### config.mk
export PLATFORM = sky130hd
export DESIGN_NAME = multicycle_ctrl
export DESIGN_NICKNAME = d
export VERILOG_FILES = /design/src/rtl/multicycle_ctrl.sv
export SDC_FILE = /design/constraint.sdc
export NUM_CORES = 1
export LEC_CHECK = 0
export ABC_AREA = 0
export ABC_CLOCK_PERIOD_IN_PS = 2400
export CORE_MARGIN = 8
export CORE_UTILIZATION = 38
export DETAILED_ROUTE_END_ITERATION = 8
export GPL_TIMING_DRIVEN = 0
export PLACE_DENSITY = 0.82
export SLEW_MARGIN = 20
export SYNTH_ARGS = -nofsm -noshare
export SYNTH_HDL_FRONTEND = slang
export SYNTH_SLANG_ARGS = --single-unit
### constraint.sdc
create_clock -name clk -period 2.4 [get_ports clk]
set_clock_uncertainty 0.05 [all_clocks]
set_input_delay 0.24 -clock clk [delete_from_list [all_inputs] [get_ports clk]]
set_output_delay 0.24 -clock clk [all_outputs]
set_load 0.05 [all_outputs]
### src/rtl/multicycle_ctrl.sv
// Main control FSM for the multicycle RV32I core (lw, sw, beq, R-type add/sub/and/or/slt).
// Moore state machine plus the ALU decoder and the immediate-format select.
module multicycle_ctrl (
    input  logic       clk,
    input  logic       rst,
    input  logic [6:0] op,
    input  logic [2:0] funct3,
    input  logic       funct7b5,
    input  logic       zero,
    output logic       pc_write,
    output logic       adr_src,
    output logic       mem_write,
    output logic       ir_write,
    output logic       reg_write,
    output logic [1:0] result_src,
    output logic [1:0] alu_src_a,
    output logic [1:0] alu_src_b,
    output logic [2:0] alu_control,
    output logic [1:0] imm_src,
    output logic       instr_done,
    output logic       illegal
);
    localparam logic [6:0] OP_LW  = 7'b0000011;
    localparam logic [6:0] OP_SW  = 7'b0100011;
    localparam logic [6:0] OP_R   = 7'b0110011;
    localparam logic [6:0] OP_BEQ = 7'b1100011;

    typedef enum logic [3:0] {
        S_FETCH, S_DECODE, S_MEMADR, S_MEMREAD, S_MEMWB,
        S_MEMWRITE, S_EXECR, S_ALUWB, S_BEQ
    } state_t;

    state_t     r_state, w_next;
    logic       w_pc_update, w_branch, w_mem_write, w_ir_write, w_reg_write;
    logic       w_done, w_illegal;
    logic [1:0] w_alu_op;

    always_ff @(posedge clk or posedge rst) begin
        if (rst) r_state <= S_FETCH;
        else     r_state <= w_next;
    end

    always_comb begin
        w_next = S_FETCH;
        case (r_state)
            S_FETCH:  w_next = S_DECODE;
            S_DECODE: begin
                case (op)
                    OP_LW, OP_SW: w_next = S_MEMADR;
                    OP_R:         w_next = S_EXECR;
                    OP_BEQ:       w_next = S_BEQ;
                    default:      w_next = S_FETCH;
                endcase
            end
            S_MEMADR: w_next = (op == OP_SW) ? S_MEMWRITE : S_MEMREAD;
            S_MEMREAD: w_next = S_MEMWB;
            S_EXECR:   w_next = S_ALUWB;
            default:   w_next = S_FETCH;
        endcase
    end

    always_comb begin
        w_pc_update = 1'b0;
        w_branch    = 1'b0;
        w_mem_write = 1'b0;
        w_ir_write  = 1'b0;
        w_reg_write = 1'b0;
        w_done      = 1'b0;
        w_illegal   = 1'b0;
        w_alu_op    = 2'b00;
        adr_src     = 1'b0;
        result_src  = 2'b00;
        alu_src_a   = 2'b00;
        alu_src_b   = 2'b00;
        case (r_state)
            S_FETCH: begin
                w_ir_write  = 1'b1;
                w_pc_update = 1'b1;
                alu_src_b   = 2'b10;
                result_src  = 2'b10;
            end
            S_DECODE: begin
                alu_src_a = 2'b01;
                alu_src_b = 2'b01;
                if (op != OP_LW && op != OP_SW && op != OP_R && op != OP_BEQ) begin
                    w_illegal = 1'b1;
                    w_done    = 1'b1;
                end
            end
            S_MEMADR: begin
                alu_src_a = 2'b10;
                alu_src_b = 2'b01;
            end
            S_MEMREAD: adr_src = 1'b1;
            S_MEMWB: begin
                result_src  = 2'b01;
                w_reg_write = 1'b1;
                w_done      = 1'b1;
            end
            S_MEMWRITE: begin
                adr_src     = 1'b1;
                w_mem_write = 1'b1;
                w_done      = 1'b1;
            end
            S_EXECR: begin
                alu_src_a = 2'b10;
                w_alu_op  = 2'b10;
            end
            S_ALUWB: begin
                w_reg_write = 1'b1;
                w_done      = 1'b1;
            end
            S_BEQ: begin
                alu_src_a = 2'b10;
                w_alu_op  = 2'b01;
                w_branch  = 1'b1;
                w_done    = 1'b1;
            end
            default: ;
        endcase
    end

    // Enables are gated by rst so an in-flight write is dropped the moment reset rises.
    assign pc_write   = ~rst & (w_pc_update | (w_branch & zero));
    assign mem_write  = ~rst & w_mem_write;
    assign ir_write   = ~rst & w_ir_write;
    assign reg_write  = ~rst & w_reg_write;
    assign instr_done = ~rst & w_done;
    assign illegal    = ~rst & w_illegal;

    always_comb begin
        alu_control = 3'b000;
        case (w_alu_op)
            2'b01: alu_control = 3'b001;
            2'b10: begin
                case (funct3)
                    3'b000:  alu_control = (op[5] & funct7b5) ? 3'b001 : 3'b000;
                    3'b010:  alu_control = 3'b101;
                    3'b110:  alu_control = 3'b011;
                    3'b111:  alu_control = 3'b010;
                    default: alu_control = 3'b000;
                endcase
            end
            default: alu_control = 3'b000;
        endcase
    end

    always_comb begin
        case (op)
            OP_SW:   imm_src = 2'b01;
            OP_BEQ:  imm_src = 2'b10;
            default: imm_src = 2'b00;
        endcase
    end
endmodule

==> summary.md, run 1 <==
| Metric | Value |
|---|---|
| Vias in the first global route | `535` |
| First-pass GRT wire length | `2420 µm` |
| Overall global routing resource usage | `0.111` |
| Critical path endpoint category | `output port` |
| N_diodes | `0` |
| Syn_nets | `82` |
| WS Path Type | `reg -> out` |
| Most frequent cells in the layout | `clkdlybuf4s50_1, nand2_1, inv_1` |
| Met1 Wirelength | `693 µm` |
| Die Y | `53.1 µm` |
| Detailed Place HPWL | `roughly 1300 µm` |
| Final Hold Viols | `0` |
| RSZ-0062 raised after global routing | `true` |
| Max-capacitance violation count | `0` |
| Worst-Skew Late Latency | `roughly 230 ps` |
| Adder-cell share of the synthesized area | `0.0719` |
| Reg-to-Reg Start | `r_state[0]$_DFF_PP0_` |
| Full die area | `between 2000 and 3000 µm²` |
| RR Endpoint | `r_state[1]$_DFF_PP0_` |
| Post-CTS Setup Inserts | `0` |
| CTS tree | `done` |
| Detailed-route vias per instance | `~5.1` |
| Post-synth ARST share | `1.00` |
| Hold_buf cts | `0` |
| Hold Slack | `327 ps` |
| WL/cell | `around 14 µm` |
| Area occupied by multi-input gates | `a little over 400 µm²` |
| Num CTS Buffers | `3` |
| Critical Path AT | `2050 ps` |
| Nets@finish | `around 120` |
| Synth-to-Final Area Change | `72.2%` |
| Largest regs | `r_state (4)` |
| Setup WS pre-CTS | `-281 ps` |
| PortBufs | `31` |
| Most flops, register | `r_state` |
| Max Used Layer | `met3` |
| Seq/Total Area, Yosys | `0.192` |
| Site row count | `13` |
| Post-route cell area | `898 µm²` |
| Initial Utilization | `0.406` |
| Antenna violations before repair | `0` |
| Fmax | `428 MHz` |
| Leak Pwr | `slightly below 0.0004 µW` |
| Most common cell after layout, fill and taps aside | `clkdlybuf4s50_1` |
| Worst min path class | `in -> async` |
| Post-Route WL | `roughly 1600 µm` |
| Post-Synth XOR/XNOR Area | `0.0336` |
| Synth Area in Compound Gates | `0.141` |
| Worst VDD drop | `between 500 and 600 µV` |
| Pwr Density | `626 nW/µm²` |
| Worst-Margin Slew | `between 500 and 600 ps` |
| Setup TNS | `0 ps` |
| Worst slew margin | `0.657` |
| Cell depth of the worst flop-to-flop path | `5` |
| Met3 WL | `around 150 µm` |
| Largest family of logic cells by synthesized area | `simple AND/OR/NAND/NOR gates` |
| GPL Wtd Cong | `a little under 0.8` |
| Fin worst setup slack | `64.1 ps` |
| Grt total ovfl | `0` |
| PnR Total Power | `~560 µW` |
| Horiz. Die Dim | `53.1 µm` |
| Initial DRT Pass Iterations | `4` |
| DRC Markers | `0` |
| Final Cycle Share | `0.973` |
| ANT nets after route | `0` |
| Yosys cell types | `34` |
| Routed via count | `about 580` |
| Cell Area, Placed | `slightly below 900 µm²` |
| Mean area per synthesized cell | `between 8 and 9 µm²` |
| Ys Warns | `0` |
| Metal2 WL | `731 µm` |
| Post-synthesis simple-gate area fraction | `0.458` |
| Max clock buf depth | `2` |
| R2R Setup Slk | `1010 ps` |
| DRT iter0 DRCs | `6` |
| Outcome | `finished, final reports clean` |
| EDFF count, synth | `0` |
| Mux share of post-synthesis cell area | `0` |
| Ys flop type | `dfrtp_1` |
| CP Launch Type | `flop` |
| Placeable Area | `approximately 1300 µm²` |
| Mapped cell area | `between 500 and 600 µm²` |
| Syn Inst Count | `65` |
| Total clock sinks | `4` |
| Worst-path maximum fanout | `9` |
| Clock-pin slew on the worst setup and hold paths | `about 40 ps` |
| Largest net degree at the start of global routing | `11` |
| Post-layout min period | `between 2000 and 2500 ps` |
| Layout cells sized above 1 | `0.232` |
| # setup viols final | `0` |
| Sequential cell area | `slightly above 100 µm²` |
| Final Max Slew Viols | `0` |
| Required @ worst endpoint | `~2100 ps` |
| # IOs | `32` |
| Max reg flops | `4` |
| CTS root buffer | `clkbuf_4` |
| Fillers | `between 100 and 150` |
| # H-tree levels | `1` |
| #FFs+latches synth | `4` |
## power by group
part           switching [µW]  internal [µW]
sequential               3.09           74.8
clock                    26.1           55.8
combinational             248            154
total                     278            284
## Yosys cell counts, types with 2 or more instances
cell	count	area (µm²)
a21oi_1	2	10.0
buf_6	2	22.5
nor3b_1	3	22.5
nor3_1	4	20.0
ha_1	3	37.5
nand2b_1	5	31.3
or2_1	2	12.5
nand2_1	6	22.5
dfrtp_1	4	100
nor2b_1	3	18.8
and3_1	2	12.5
inv_1	5	18.8
a31oi_1	2	12.5
nor2_1	2	7.51
## critical path, cell delays in order, from the launching register on
cell and delay, ps:
dfrtp_1 360, buf_6 150, nor4_4 340, and2_1 170, clkdlybuf4s50_1 800
## worst max-delay path by stage
stage | start | to | cells past startpoint
3_5_place_dp | r_state[2]$_DFF_PP0_ | alu_control[1] | 8
3_3_place_gp | r_state[3]$_DFF_PP0_ | alu_control[0] | 7
4_1_cts | r_state[3]$_DFF_PP0_ | alu_control[0] | 7
6_report | r_state[1]$_DFF_PP0_ | ir_write | 4
5_1_grt | r_state[2]$_DFF_PP0_ | alu_control[0] | 8
2_1_floorplan | r_state[2]$_DFF_PP0_ | instr_done | 5
## layout make-up
type	instances	share of cell area
inverters	5	0.0209
repair buffers	31	0.322
well taps	15	0.0209
plain buffers	4	0.0390
multi-input cells	52	0.460
clock buffers	3	0.0251
flip-flops and latches	4	0.113
## through the flow
step,instances,utilization
after global routing,114,0.699
after floorplan,65,-
after detailed placement,111,0.683
final,114,0.699
after global placement,111,0.683
after CTS,114,0.698
## kinds of logic (layout without fill, tap and decap cells)
family                     count (synthesis)  in the layout
xor gates and xnor gates                   2              2
adders and majority gates                  3              3
DFF                                        4              4
and+or+nand+nor                           37             37
buffers and inverters                      9             43
AOI/OAI and AO/OA                         10             10
## repair_timing
item,4_1_cts,5_1_grt
setup endpoints to repair,7,7
gates resized for setup,16,11
endpoints found under the hold margin,0,0
## layer usage
metal  up-vias  track usage
li1        294            -
met3         0       0.0476
met5         -            0
met1       268        0.127
met2        21        0.180
met4         0       0.0378
Note: power is estimated with default switching activity, not from simulation.
==> run 2: changes to the inputs <==
Settings changed: ABC_CLOCK_PERIOD_IN_PS 2400 to 1950, CORE_UTILIZATION 38 to 32, PLACE_DENSITY 0.82 to 0.74.
Clock period 2.4 ns to 1.95 ns, I/O delays scaled along.
==> run 2 against run 1 <==
The flow now finishes with violations (negative setup slack). Global-route usage grew 0.19 points. Critical path depth grew 4. Sequential share of layout area shrank 2.1 points. Total power grew 32%. Register-to-register slack lost 400 ps. First-iteration DRC count grew to 3.0 times the previous value. Clock power grew 26%. Final area grew 23%. Critical endpoint is now alu_control[0]. Highest routed layer is now met4.
==> summary.md, run 2 (synthesis gave the netlist of run 1 again) <==
| Metric | Value |
|---|---|
| Final Max Slew Viols | `0 (unchanged)` |
| Outcome | `finished, violations left (was finished, final reports clean)` |
| Post-layout min period | `2090 ps` |
| Overall global routing resource usage | `0.113 (was 0.111)` |
| Clk pwr share | `0.139 (was 0.146)` |
| Psw | `365 µW (was 278 µW)` |
| Clock-pin slew on the worst setup and hold paths | `40 ps (about the same)` |
| Total clock sinks | `4 (unchanged)` |
| Max-capacitance violation count | `0 (unchanged)` |
| Nets@finish | `133 (was 118)` |
| Horiz. Die Dim | `56.4 µm (was 53.1 µm)` |
| Placeable Area | `1520 µm² (was 1280 µm²)` |
| Critical path endpoint category | `output port (unchanged)` |
| CP Launch Type | `flop (unchanged)` |
| GPL Wtd Cong | `0.750 (was 0.791)` |
| CTS tree | `done (unchanged)` |
| # IOs | `32 (unchanged)` |
| CTS root buffer | `clkbuf_4 (unchanged)` |
| Initial DRT Pass Iterations | `4 (unchanged)` |
| Num CTS Buffers | `3 (unchanged)` |
| Hold Slack | `349 ps (was 327 ps)` |
| Worst VDD drop | `472 µV (was 504 µV)` |
| Site row count | `14 (was 13)` |
| Post-Route WL | `1930 µm (was 1570 µm)` |
| Worst-Skew Late Latency | `230 ps (about the same)` |
| Largest net degree at the start of global routing | `10 (was 11)` |
| Critical Path AT | `1850 ps (was 2050 ps)` |
| Worst slew margin | `0.674 (was 0.657)` |
| RSZ-0062 raised after global routing | `true (unchanged)` |
| Final Hold Viols | `0 (unchanged)` |
| Most flops, register | `r_state (unchanged)` |
| Most common cell after layout, fill and taps aside | `buf_4 (was clkdlybuf4s50_1)` |
| Layout cells sized above 1 | `0.535 (was 0.232)` |
| Max clock buf depth | `2 (unchanged)` |
| ANT nets after route | `0 (unchanged)` |
| Routed via count | `668 (was 583)` |
| PortBufs | `31 (unchanged)` |
| Synth-to-Final Area Change | `112% (was 72.2%)` |
| Failing checks | `negative setup slack` |
| Detailed Place HPWL | `1400 µm (was 1270 µm)` |
| First-pass GRT wire length | `3060 µm (was 2420 µm)` |
| WL/cell | `14.8 µm (was 13.8 µm)` |
| Fin worst setup slack | `-142 ps (was 64.1 ps)` |
| N_diodes | `0 (unchanged)` |
| Full die area | `3180 µm² (was 2810 µm²)` |
| Antenna violations before repair | `0 (unchanged)` |
| Leak Pwr | `0.000531 µW (was 0.000397 µW)` |
| WS Path Type | `reg -> out (unchanged)` |
| Worst-path maximum fanout | `8 (was 9)` |
| Met2 Resource Use GR | `0.182 (was 0.180)` |
| Fmax | `~480 MHz` |
| Vias in the first global route | `670 (was 535)` |
| Comb power frac | `0.731 (was 0.716)` |
| Part of the power in registers | `0.130 (was 0.139)` |
| # H-tree levels | `1 (unchanged)` |
| Detailed-route vias per instance | `5.14 (was 5.11)` |
| Setup WS pre-CTS | `-769 ps (was -281 ps)` |
| Met1 Track Usage GR | `0.138 (was 0.127)` |
| Grt total ovfl | `0 (unchanged)` |
| Pwr Density | `671 nW/µm² (was 626 nW/µm²)` |
| Required @ worst endpoint | `1700 ps (was 2110 ps)` |
| Met3 GRT Util | `0.0315 (was 0.0476)` |
| DRT iter0 DRCs | `18 (was 6)` |
| Sw frac | `0.493 (was 0.494)` |
| # setup viols final | `3 (was 0)` |
| Max reg flops | `4 (unchanged)` |
| Initial Utilization | `0.342 (was 0.406)` |
| Finished Layout Cells | `130 (was 114)` |
| Worst min path class | `in -> async (unchanged)` |
| Final Cycle Share | `1.07` |
| Dpl cells | `112 (was 111)` |
| P_int | `375 µW (was 284 µW)` |
| Largest regs | `r_state (4) (unchanged)` |
| DRC Markers | `0 (unchanged)` |
| Most used routing layer | `met2 (unchanged)` |
| Die Y | `56.4 µm (was 53.1 µm)` |
| Most frequent cells in the layout | `buf_4, clkdlybuf4s50_1, buf_6 (was clkdlybuf4s50_1, nand2_1, inv_1)` |
| Worst-Margin Slew | `491 ps (was 512 ps)` |
==> run 2: cell types whose count changed in the layout (fill, tap and decap cells not counted), sizes merged <==
cell / delta
dlymetal6s2s: +1
dlygate4sd2: -1
clkdlybuf4s50: -12
clkdlybuf4s15: +2
buf: +20
clkbuf: +5
==> run 2: worst max-delay path, stage by stage, from the launching register on <==
cell	delay, ps
dfrtp_1	360
buf_6	130
buf_4	130
nor3_4	220
inv_2	100
ha_4	180
nor3b_4	140
o21a_1	200
buf_6	150
==> run 2: per-stage QoR <==
step / setup TNS (ps) / power [µW] / utilization / cell area (µm²)
CTS: -306 / 727 / 0.702 / 1070
floorplan: -404 / 458 / - / 584
global route: -526 / 780 / 0.724 / 1100
detailed placement: -5400 / 614 / 0.600 / 915
finish: -339 / 740 / 0.724 / 1100
global placement: -5190 / 608 / 0.600 / 915
==> run 2: final timing paths <==
kind / slack (ps) / end / from / depth (start not counted)
setup / recovery: -140 / alu_control[0] / r_state[0]$_DFF_PP0_ / 8
hold / removal: 350 / r_state[2]$_DFF_PP0_ / rst / 2
setup reg to reg: 610 / r_state[2]$_DFF_PP0_ / r_state[0]$_DFF_PP0_ / 6
hold reg to reg: 600 / r_state[0]$_DFF_PP0_ / r_state[3]$_DFF_PP0_ / 2
max in group asynchronous: 1300 / r_state[3]$_DFF_PP0_ / rst / 2
min in group clk: 380 / r_state[2]$_DFF_PP0_ / op[4] / 4
==> run 2: routing by layer <==
layer | vias up | wire, µm
li1 | 327 | -
met1 | 306 | 836
met2 | 33 | 952
met3 | 2 | 134
met4 | 0 | 7
met5 | - | 0
==> run 2: final cells by class <==
type,instances,area [µm²]
Multi-Input combinational cell,52,510
Fill cell,108,420
Timing Repair Buffer,46,389
Sequential cell,4,101
Buffer,4,41.3
Clock buffer,3,22.5
Tap cell,16,20.0
Inverter,5,18.8
==> run 2: power by group through the flow <==
stage          Sequential, µW  Combinational [µW]  Clock (µW)
3_3_place_gp             96.5                 512           0
6_report                 96.0                 541         103
5_1_grt                  96.1                 570         114
4_1_cts                  96.1                 530         101
2_1_floorplan            96.4                 362           0
3_5_place_dp             97.0                 517           0
==> run 2: repair_timing <==
action / CTS / global route
endpoints found under the setup margin: 18 / 15
hold buffers: 0 / 0
cloned: 0 / 0
buffers inserted: 9 / 6
resized for setup: 74 / 24
pin swaps: 3 / 5
